`src/rtl/ksa_pkg.sv`:
```
// Shared types and constants for the RC4 key-scheduling (KSA) shuffle engine.
package ksa_pkg;

    localparam int KEY_BYTES   = 3;
    localparam int MEM_DEPTH   = 256;
    localparam int ITER_CYCLES = 6;

    localparam logic [7:0] LAST_IDX     = 8'(MEM_DEPTH - 1);
    localparam logic [1:0] LAST_KEY_IDX = 2'(KEY_BYTES - 1);

    typedef enum logic [2:0] {
        IDLE,
        RD_I,
        LAT_I,
        RD_J,
        LAT_J,
        WR_I,
        WR_J,
        DONE
    } state_t;

endpackage

```
`src/rtl/ksa_key_sel.sv`:
```
// Key byte selector: mod-3 index counter walking byte0, byte1, byte2 of the latched key.
module ksa_key_sel
    import ksa_pkg::*;
(
    input  logic        clk,
    input  logic        reset_n,
    input  logic        clear,
    input  logic        advance,
    input  logic [23:0] key,
    output logic [7:0]  key_byte
);

    logic [1:0] key_idx;

    // NOTE: sequential state uses non-blocking assignments so every register samples pre-edge values.
    always_ff @(posedge clk) begin
        if (!reset_n || clear) begin
            key_idx <= 2'd0;
        end else if (advance) begin
            key_idx <= (key_idx == LAST_KEY_IDX) ? 2'd0 : key_idx + 2'd1;
        end
    end

    always_comb begin
        case (key_idx)
            2'd0:    key_byte = key[23:16];
            2'd1:    key_byte = key[15:8];
            default: key_byte = key[7:0];
        endcase
    end

endmodule

```
`src/rtl/ksa_shuffle.sv`:
```
// RC4 KSA shuffle over an external synchronous-read 256-byte S memory, 6 cycles per iteration.
module ksa_shuffle
    import ksa_pkg::*;
(
    input  logic        clk,
    input  logic        reset_n,
    input  logic        start,
    input  logic [23:0] secret_key,
    output logic [7:0]  s_address,
    output logic [7:0]  s_data,
    output logic        s_wren,
    input  logic [7:0]  s_q,
    output logic        SHUFFLE_FINISHED
);

    state_t      state;
    state_t      state_next;
    logic [7:0]  i;
    logic [7:0]  j;
    logic [7:0]  si;
    logic [7:0]  sj;
    logic [23:0] key_q;
    logic [7:0]  key_byte;
    logic        start_accept;
    logic        advance;

    assign start_accept = start && (state == IDLE || state == DONE);
    assign advance      = (state == WR_J) && (i != LAST_IDX);

    ksa_key_sel u_key_sel (
        .clk      (clk),
        .reset_n  (reset_n),
        .clear    (start_accept),
        .advance  (advance),
        .key      (key_q),
        .key_byte (key_byte)
    );

    always_ff @(posedge clk) begin
        if (!reset_n) begin
            state <= IDLE;
        end else begin
            state <= state_next;
        end
    end

    // NOTE: every always_comb output gets a default first so no path can infer a latch.
    always_comb begin
        state_next = state;
        case (state)
            IDLE:    if (start) state_next = RD_I;
            RD_I:    state_next = LAT_I;
            LAT_I:   state_next = RD_J;
            RD_J:    state_next = LAT_J;
            LAT_J:   state_next = WR_I;
            WR_I:    state_next = WR_J;
            WR_J:    state_next = (i == LAST_IDX) ? DONE : RD_I;
            DONE:    if (start) state_next = RD_I;
            default: state_next = IDLE;
        endcase
    end

    always_ff @(posedge clk) begin
        if (!reset_n) begin
            i     <= 8'd0;
            j     <= 8'd0;
            si    <= 8'd0;
            sj    <= 8'd0;
            key_q <= 24'd0;
        end else begin
            case (state)
                IDLE, DONE: begin
                    if (start) begin
                        key_q <= secret_key;
                        i     <= 8'd0;
                        j     <= 8'd0;
                    end
                end
                LAT_I: begin
                    si <= s_q;
                    j  <= j + s_q + key_byte;
                end
                LAT_J: sj <= s_q;
                WR_J:  if (i != LAST_IDX) i <= i + 8'd1;
                default: ;
            endcase
        end
    end

    // With i == j both writes carry the same byte, so S is left unchanged.
    always_comb begin
        s_address        = 8'd0;
        s_data           = 8'd0;
        s_wren           = 1'b0;
        SHUFFLE_FINISHED = 1'b0;
        case (state)
            RD_I: s_address = i;
            RD_J: s_address = j;
            WR_I: begin
                s_address = i;
                s_data    = sj;
                s_wren    = 1'b1;
            end
            WR_J: begin
                s_address = j;
                s_data    = si;
                s_wren    = 1'b1;
            end
            DONE: SHUFFLE_FINISHED = 1'b1;
            default: ;
        endcase
    end

endmodule

```
`config.mk`:
```
export PLATFORM = sky130hd
export DESIGN_NAME = ksa_shuffle
export DESIGN_NICKNAME = d
export VERILOG_FILES = /design/src/rtl/ksa_pkg.sv /design/src/rtl/ksa_key_sel.sv /design/src/rtl/ksa_shuffle.sv
export SDC_FILE = /design/constraint.sdc
export NUM_CORES = 1
export LEC_CHECK = 0
export ABC_CLOCK_PERIOD_IN_PS = 5170
export CORE_MARGIN = 3
export CORE_UTILIZATION = 47
export DETAILED_ROUTE_END_ITERATION = 8
export DONT_BUFFER_PORTS = 1
export SKIP_CTS_REPAIR_TIMING = 1
export SLEW_MARGIN = 20
export SYNTH_ARGS = -nofsm -noshare
export SYNTH_HDL_FRONTEND = slang
export SYNTH_SLANG_ARGS = --single-unit
```
`constraint.sdc`:
```
create_clock -name clk -period 5.17 [get_ports clk]
set_clock_uncertainty 0.2 [all_clocks]
set_input_delay 0.517 -clock clk [delete_from_list [all_inputs] [get_ports clk]]
set_output_delay 0.517 -clock clk [all_outputs]
set_load 0.005 [all_outputs]
```
# Word-level counts from Yosys, hierarchy flattened
# Cells that the tools add are included.
# totals
register_bits	61
inputBits	35
out_inout_bits	18
wordCells	53
# op_classes
add_sub_neg	4
n_eq_ne	13
mux	13
reduce_logical	16
# op_table
cell	n
$pmux 8 s2	5
$pmux 3 s7	1
$add 8x8->8	2
$mux 8	2
$eq 3x3->1 const B	4
$add 8x1->8 const B	1
$eq 8x8->1 const B	1
$ne 8x8->1 const B	1
$reduce_or 2->1	4
$eq 3x2->1 const B	2
$mux 3	2
$ne 2x1->1 const B	2
$reduce_and 2->1	2
$reduce_bool 2->1	2
$eq 3x1->1 const B	1
$logic_not 3->1	1
$reduce_and 3->1	1
$add 2x1->2 const B	1
$eq 2x1->1 const B	1
$eq 2x2->1 const B	1
$logic_and 1x1->1	2
$logic_not 2->1	1
$logic_or 1x1->1	2
$mux 1	2
2 further kinds	2

# Longest topological paths before layout
# Gate-level depths: netlist of run 1.
# logic_depth
ltp_word	4
mapped_depth	13
mapped_depth_nobuf	11

# Modules after synthesis
# Synthesis of run 1 repeated with hierarchy kept, for this count alone.
# hier_totals
cells_unflattened	396
hier_area_um2	3209.3
# modules_own_cells
module	n_inst	cells_per_inst	area_per_inst_um2	seq_area_each_um2
ksa_shuffle	1	360	2950.3	1181.1
ksa_key_sel	1	36	259.0	40.0

# Worst setup path after synthesis of run 1
# Ideal clock, no wire load.
# synth_timing
kind	flip-flop to flip-flop
start	register u_key_sel.key_idx[0]
end	register j[7]
arrival_time_ps	2696
path_slack_ps	2147
stages_incl_launch_ff	13
period_less_slack_ps	3023
cell_sequence	dfxtp_1 > clkbuf_1 > mux2i_1 > o21ai_0 > fa_1 > ha_1 > inv_1 > fa_1 > nand2b_1 > a21oi_1 > o21a_1 > or4_1 > nand3_1
# synth_via
elab_chain_len	4
elab_cells_between_ends	5
classes_between	1 x add/sub; 1 x eq/ne; 2 x mux; 1 x reduce/logical
# synth_rtl
element	line_no	source
start: declaration	ksa_key_sel.sv:13	logic [1:0] key_idx;
start signal: assignment	ksa_key_sel.sv:20	key_idx <= (key_idx == LAST_KEY_IDX) ? 2'd0 : key_idx + 2'd1;
$eq 2x1->1 or $logic_not 2->1 (tied branches)	ksa_key_sel.sv:25	case (key_idx)
$pmux 8 s2 (*)	ksa_key_sel.sv:25	
$add 8x8->8 (*)	ksa_shuffle.sv:81	j <= j + s_q + key_byte;
$pmux 8 s2 (*)	ksa_shuffle.sv:71	case (state)
end signal: assignment	ksa_shuffle.sv:81	
end: declaration	ksa_shuffle.sv:19	logic [7:0] j;
# Mark *: on every way between the ends. The rest lies on a longest branch, timed or not.
# A chain may end at the register's enable or synchronous reset.

# Worst setup path in the final report of run 1
# Ends and elaborated chain as after synthesis.

==> results of run 1 <==
[cells by family (layout without fill, tap and decap cells)]
kind of cell,after synthesis,count (layout),synth area share [%]
XOR/XNOR,6,6,1.60
multiplexers,10,10,3.04
flip-flops,61,61,37.1
buffers and inverters,36,28,4.56
AND/OR/NAND/NOR,167,167,23.7
adder cells (fa/ha/maj),15,15,7.53
AO/OA/AOI/OAI,106,106,22.5
[flip-flops by register name, indices dropped and copies added (netlist names)]
signal             cells
key_q                 24
i                      8
j                      8
si                     8
sj                     8
state                  3
u_key_sel.key_idx      2
[layout make-up]
type | count | share of cell area (%)
multi-input combinational | 304 | 55.1
sequential | 61 | 34.9
clock buffer | 12 | 4.44
tap | 93 | 3.33
inverter | 10 | 1.07
timing repair buffer | 4 | 0.859
clock inverter | 2 | 0.286
[cell usage after synthesis (all sizes together), types with 9 or more instances]
master,count
a21oi,13
nand2,102
o21ai,19
clkbuf,16
inv,10
nand3,9
a21boi,45
buf,10
nor2b,15
mux2i,10
nor2,13
dfxtp,61
[critical path: stages (launching register included)]
cell	delay [ns]
dfxtp_1	0.67
mux2i_1	0.23
o21ai_0	0.11
fa_1	0.52
ha_1	0.16
inv_1	0.05
fa_1	0.40
nand2b_1	0.18
a21oi_1	0.18
o21a_1	0.15
or4_1	0.10
nand3_1	0.06
[per-stage QoR]
| stage | util (%) | hold slack (ns) | instance area, sq um | power (W) |
|---|---|---|---|---|
| floorplan | - | 0.243 | 3290 | 0.000677 |
| global placement | 50.7 | 0.249 | 3330 | 0.000710 |
| detailed placement | 50.7 | 0.258 | 3330 | 0.000714 |
| CTS | 53.2 | 0.0872 | 3490 | 0.00108 |
| global route | 53.2 | 0.0907 | 3490 | 0.00114 |
| finish | 53.2 | 0.108 | 3490 | 0.00107 |
[power groups by stage]
stage	Combinational, W	Clock, W	Sequential, W
detailed placement	0.000175	0	0.000539
finish	0.000173	0.000367	0.000529
floorplan	0.000152	0	0.000525
global route	0.000204	0.000399	0.000533
CTS	0.000176	0.000379	0.000529
global placement	0.000171	0	0.000539
[worst min path at each step]
stage	startpoint	endpoint	slack, ns	cells past startpoint
floorplan	key_q[16]	key_q[16]	0.24	2
global placement	sj[6]	sj[6]	0.25	2
detailed placement	key_q[10]	key_q[10]	0.26	2
CTS	reset_n	j[2]	0.09	1
global route	reset_n	j[4]	0.09	1
finish	reset_n	j[2]	0.11	1
[per-layer routing]
metal / wire length, um / up-vias / part of all wire [%]
li1: - / 1352 / -
met1: 3530 / 1188 / 49
met2: 3310 / 44 / 46
met3: 282 / 10 / 3.9
met4: 94 / 0 / 1.3
met5: 0 / - / 0
==> impl_metrics.env, run 1 <==
export IMPL_p_seq_share_pct=49.5
export IMPL_status="complete, no violations"
export IMPL_r2r_start="u_key_sel.key_idx[0]"
export IMPL_grt_setup_unrepaired="false"
export IMPL_htreeDepth=3
export IMPL_reg2reg_to="j[7]"
export IMPL_min_period_over_period_pct=60.9
export IMPL_die_area_sq_mm=0.00804
export IMPL_worstRegToRegCells=11
export IMPL_p_sw_w=0.000303
export IMPL_finalNetCount=440
export IMPL_portBuffers=0
export IMPL_drive_above_1_share_pct=5.60
export IMPL_ys_async_sr_fraction_pct=0
export IMPL_layout_commonest_cell="nand2_1"
export IMPL_layout_common_cells="nand2_1, dfxtp_1, a21boi_0"
export IMPL_core_area_sq_mm=0.00657
export IMPL_cp_endpoint="j[7]"
export IMPL_endpoint_kind="register"
export IMPL_gr_max_usage_layer="met2"
export IMPL_wl_per_cell_um=14.8
export IMPL_arrival_ns=3.16
export IMPL_ir_worst_vdd_mv=0.189
export IMPL_clkLatencyLatePin_ns=0.33
export IMPL_synth_cells=401
export IMPL_fill_cells=638
export IMPL_ys_seq_elements=61
export IMPL_cp_startpoint="u_key_sel.key_idx[0]"
export IMPL_relSlewSlack_pct=54.7
export IMPL_grt_pass1_wl_mm=12.0
export IMPL_ys_warn_count=0
export IMPL_syn_nets=451
export IMPL_gp_congestion=0.886
export IMPL_synth_area_top_cells="dfxtp_1, nand2_1, a21boi_0"
export IMPL_grt_util_met2_pct=30.5
export IMPL_ff2ff_setup_slack_ns=2.02
export IMPL_startpoint_type="register"
export IMPL_setup_violations=0
export IMPL_drtAntennaViolNets=0
export IMPL_cap_violations=0
export IMPL_intPower_w=0.000765
export IMPL_tightest_slew_ns=0.679
export IMPL_rows=29
export IMPL_synth_ff_type="dfxtp_1"
export IMPL_detailed_place_hpwl_mm=5.18
export IMPL_power_frac_clock_pct=34.3
export IMPL_p_leak_nw=1.17
export IMPL_drc=0
export IMPL_yosysTopAreaCellShare_pct=37.1
export IMPL_die_x_um=89.7
export IMPL_worstPathMaxFanout=11
export IMPL_seq_area_sq_mm=0.00122
export IMPL_preCtsSetupSlack_ns=2.02
export IMPL_drt_iter0_drc=126
export IMPL_fmax_mhz=318
export IMPL_cts_buffer_depth=2
export IMPL_worstPathRequired_ns=5.18
export IMPL_clock_sinks=61
export IMPL_synth_edff_count=0
export IMPL_grt_pass1_vias=2527
export IMPL_setup_tns_ns=0
export IMPL_vias=2594
export IMPL_antenna_found_initial=0
export IMPL_comb_power_share_pct=16.2
export IMPL_multiInputGateArea_sq_mm=0.00192
export IMPL_swShare_pct=28.4
export IMPL_ioPinCount=53
export IMPL_hold_path_class="in -> reg"
export IMPL_cts_root_buf="clkbuf_8"
export IMPL_wl_mm=7.21
export IMPL_n_antenna_cell=0
export IMPL_grtUsageMet1_pct=26.8
export IMPL_dr_pass1_iters=4
export IMPL_overflow=0
export IMPL_netlist_area_sq_mm=0.00329
export IMPL_grtUsageMet3_pct=5.20
export IMPL_dp_cells=472
export IMPL_yosys_area_top_type="dfxtp_1"
export IMPL_areaGrowthSynthToFinish_pct=6.16
export IMPL_initial_utilization_pct=50.1
export IMPL_worst_slack_ns=2.02
export IMPL_grt_usage_pct=19.6
export IMPL_die_height_um=89.7
export IMPL_hold_violations=0
export IMPL_viasPerCell=5.34
export IMPL_grt_max_degree=56
export IMPL_critPathKind="reg -> reg"
export IMPL_power_density_mw_per_mm2=306
export IMPL_numCtsBuffers=9
export IMPL_path_clk_slew_ns=0.07
export IMPL_min_period_ns=3.15
export IMPL_avgSynthCellArea_sq_um=8.21
export IMPL_yosysSeqAreaShare_pct=37.1
export IMPL_ys_types=44
export IMPL_maxSlewViolCount=0
export IMPL_layout_cells_non_filler=486
export IMPL_cts_tree="done"
Power figures use the tool's default switching activity.
==> run 2, diff against run 1 <==
--- a/config.mk
+++ b/config.mk
@@ -5,7 +5,7 @@
 export SDC_FILE = /design/constraint.sdc
 export NUM_CORES = 1
 export LEC_CHECK = 0
-export ABC_CLOCK_PERIOD_IN_PS = 5170
+export ABC_CLOCK_PERIOD_IN_PS = 3000
 export CORE_MARGIN = 3
 export CORE_UTILIZATION = 47
 export DETAILED_ROUTE_END_ITERATION = 8
==> constraint.sdc (replaced) <==
create_clock -name clk -period 3 [get_ports clk]
set_clock_uncertainty 0.2 [all_clocks]
set_input_delay 0.3 -clock clk [delete_from_list [all_inputs] [get_ports clk]]
set_output_delay 0.3 -clock clk [all_outputs]
set_load 0.005 [all_outputs]
==> impl_metrics.env, run 2 (synthesized netlist as in run 1, its figures left out) <==
export IMPL_ioPinCount=53
export IMPL_min_from="start"
export IMPL_hold_depth=3
export IMPL_setup_tns_ns=0
export IMPL_numCtsBuffers=9
export IMPL_tightest_slew_ns=0.726
export IMPL_placed_cell_area_sq_mm=0.00337
export IMPL_min_period_ns=2.77
export IMPL_finalNetCount=479
export IMPL_die_x_um=89.7
export IMPL_die_area_sq_mm=0.00804
export IMPL_cts_tree="done"
export IMPL_path_clk_slew_ns=0.07
export IMPL_grt_max_degree=56
export IMPL_hold_path_class="in -> reg"
export IMPL_ff2ff_setup_slack_ns=0.23
export IMPL_startpoint_type="register"
export IMPL_rows=29
export IMPL_detailed_place_hpwl_mm=5.44
export IMPL_cts_root_buf="clkbuf_8"
export IMPL_dp_cells=478
export IMPL_design_area_sq_mm=0.00397
export IMPL_power_density_mw_per_mm2=540
export IMPL_drive_above_1_share_pct=8.06
export IMPL_endpoint_kind="register"
export IMPL_min_period_over_period_pct=92.4
export IMPL_r2r_start="u_key_sel.key_idx[0]"
export IMPL_wl_per_cell_um=15.0
export IMPL_overflow=0
export IMPL_grtUsageMet3_pct=5.93
export IMPL_clkLatencyLatePin_ns=0.33
export IMPL_p_leak_nw=1.39
export IMPL_antenna_found_initial=0
export IMPL_seq_area_sq_mm=0.00123
export IMPL_dr_pass1_iters=4
export IMPL_initial_utilization_pct=50.1
export IMPL_preCtsSetupSlack_ns=0.0958
export IMPL_clock_sinks=61
export IMPL_multiInputGateArea_sq_mm=0.00193
export IMPL_drtAntennaViolNets=0
export IMPL_layout_commonest_cell="nand2_1"
export IMPL_drt_iter0_drc=141
export IMPL_critPathKind="reg -> reg"
export IMPL_arrival_ns=2.84
export IMPL_wl_mm=7.92
export IMPL_layout_cells_non_filler=527
export IMPL_setup_violations=0
export IMPL_gr_max_usage_layer="met2"
export IMPL_fill_cells=615
export IMPL_core_area_sq_mm=0.00657
export IMPL_fmax_mhz=361
export IMPL_grt_pass1_wl_mm=12.5
export IMPL_maxSlewViolCount=0
export IMPL_areaGrowthSynthToFinish_pct=20.5
export IMPL_die_height_um=89.7
export IMPL_top_register="key_q"
export IMPL_ir_worst_vdd_mv=0.276
export IMPL_portBuffers=0
export IMPL_min_to="state[1]"
export IMPL_grt_pass1_vias=2581
export IMPL_worstPathMaxFanout=5
export IMPL_htreeDepth=3
export IMPL_vias=2834
export IMPL_grt_util_met2_pct=30.9
export IMPL_worst_slack_ns=0.229
export IMPL_grt_usage_pct=20.4
export IMPL_cp_startpoint="u_key_sel.key_idx[0]"
export IMPL_relSlewSlack_pct=51.5
export IMPL_layout_common_cells="nand2_1, dfxtp_1, a21boi_0"
export IMPL_largest_reg_flops=24
export IMPL_hold_violations=0
export IMPL_drc=0
export IMPL_cts_buffer_depth=2
export IMPL_worstRegToRegCells=12
export IMPL_reg2reg_to="j[7]"
export IMPL_status="complete, no violations"
export IMPL_n_antenna_cell=0
export IMPL_worstPathRequired_ns=3.07
export IMPL_power_w=0.00214
export IMPL_viasPerCell=5.38
export IMPL_grt_setup_unrepaired="false"
export IMPL_gp_congestion=0.853
export IMPL_grtUsageMet1_pct=27.5
export IMPL_cap_violations=0
==> run 2: routing by layer <==
layer	wire [um]	share of wire (%)	up-vias
li1	-	-	1427
met1	3630	46	1329
met2	3790	48	66
met3	368	4.6	12
met4	132	1.7	0
met5	0	0	-
==> run 2: layout make-up <==
class                           instances  area share (%)
Sequential cell                        61            30.9
Clock inverter                          3            1.64
Tap cell                               93            2.93
Clock buffer                           13            4.51
Multi-Input combinational cell        304            48.6
Timing Repair Buffer                   43            10.5
Inverter                               10           0.946
==> run 2: worst max-delay path by stage <==
stage           end  slack (ns)  cells past startpoint
2_1_floorplan  j[7]        0.08                     13
3_3_place_gp   j[7]        0.16                     12
3_5_place_dp   j[7]         0.1                     12
4_1_cts        j[7]        0.07                     12
5_1_grt        j[7]        0.04                     12
6_report       j[7]        0.23                     12
==> run 2: power by group <==
part	internal, W	switching, W
registers	0.000860	0.0000517
clock network	0.000558	0.000314
logic	0.000162	0.000195
total	0.00158	0.000562
==> run 2: critical path, stage by stage, from the launching register on <==
cell and delay [ns]:
dfxtp_4 0.38, buf_4 0.13, mux2i_1 0.16, o21ai_0 0.11
fa_1 0.38, ha_1 0.21, inv_1 0.07, fa_1 0.20
nand2b_1 0.15, a21oi_2 0.07, o21a_1 0.18, or4_1 0.40
nand3_1 0.09
==> run 2: stage by stage <==
step	hold WS [ns]	util, %
floorplan	0.243	-
global placement	0.229	51.4
detailed placement	0.231	51.4
CTS	-0.121	55.1
global route	0.0111	60.4
finish	0.00752	60.4
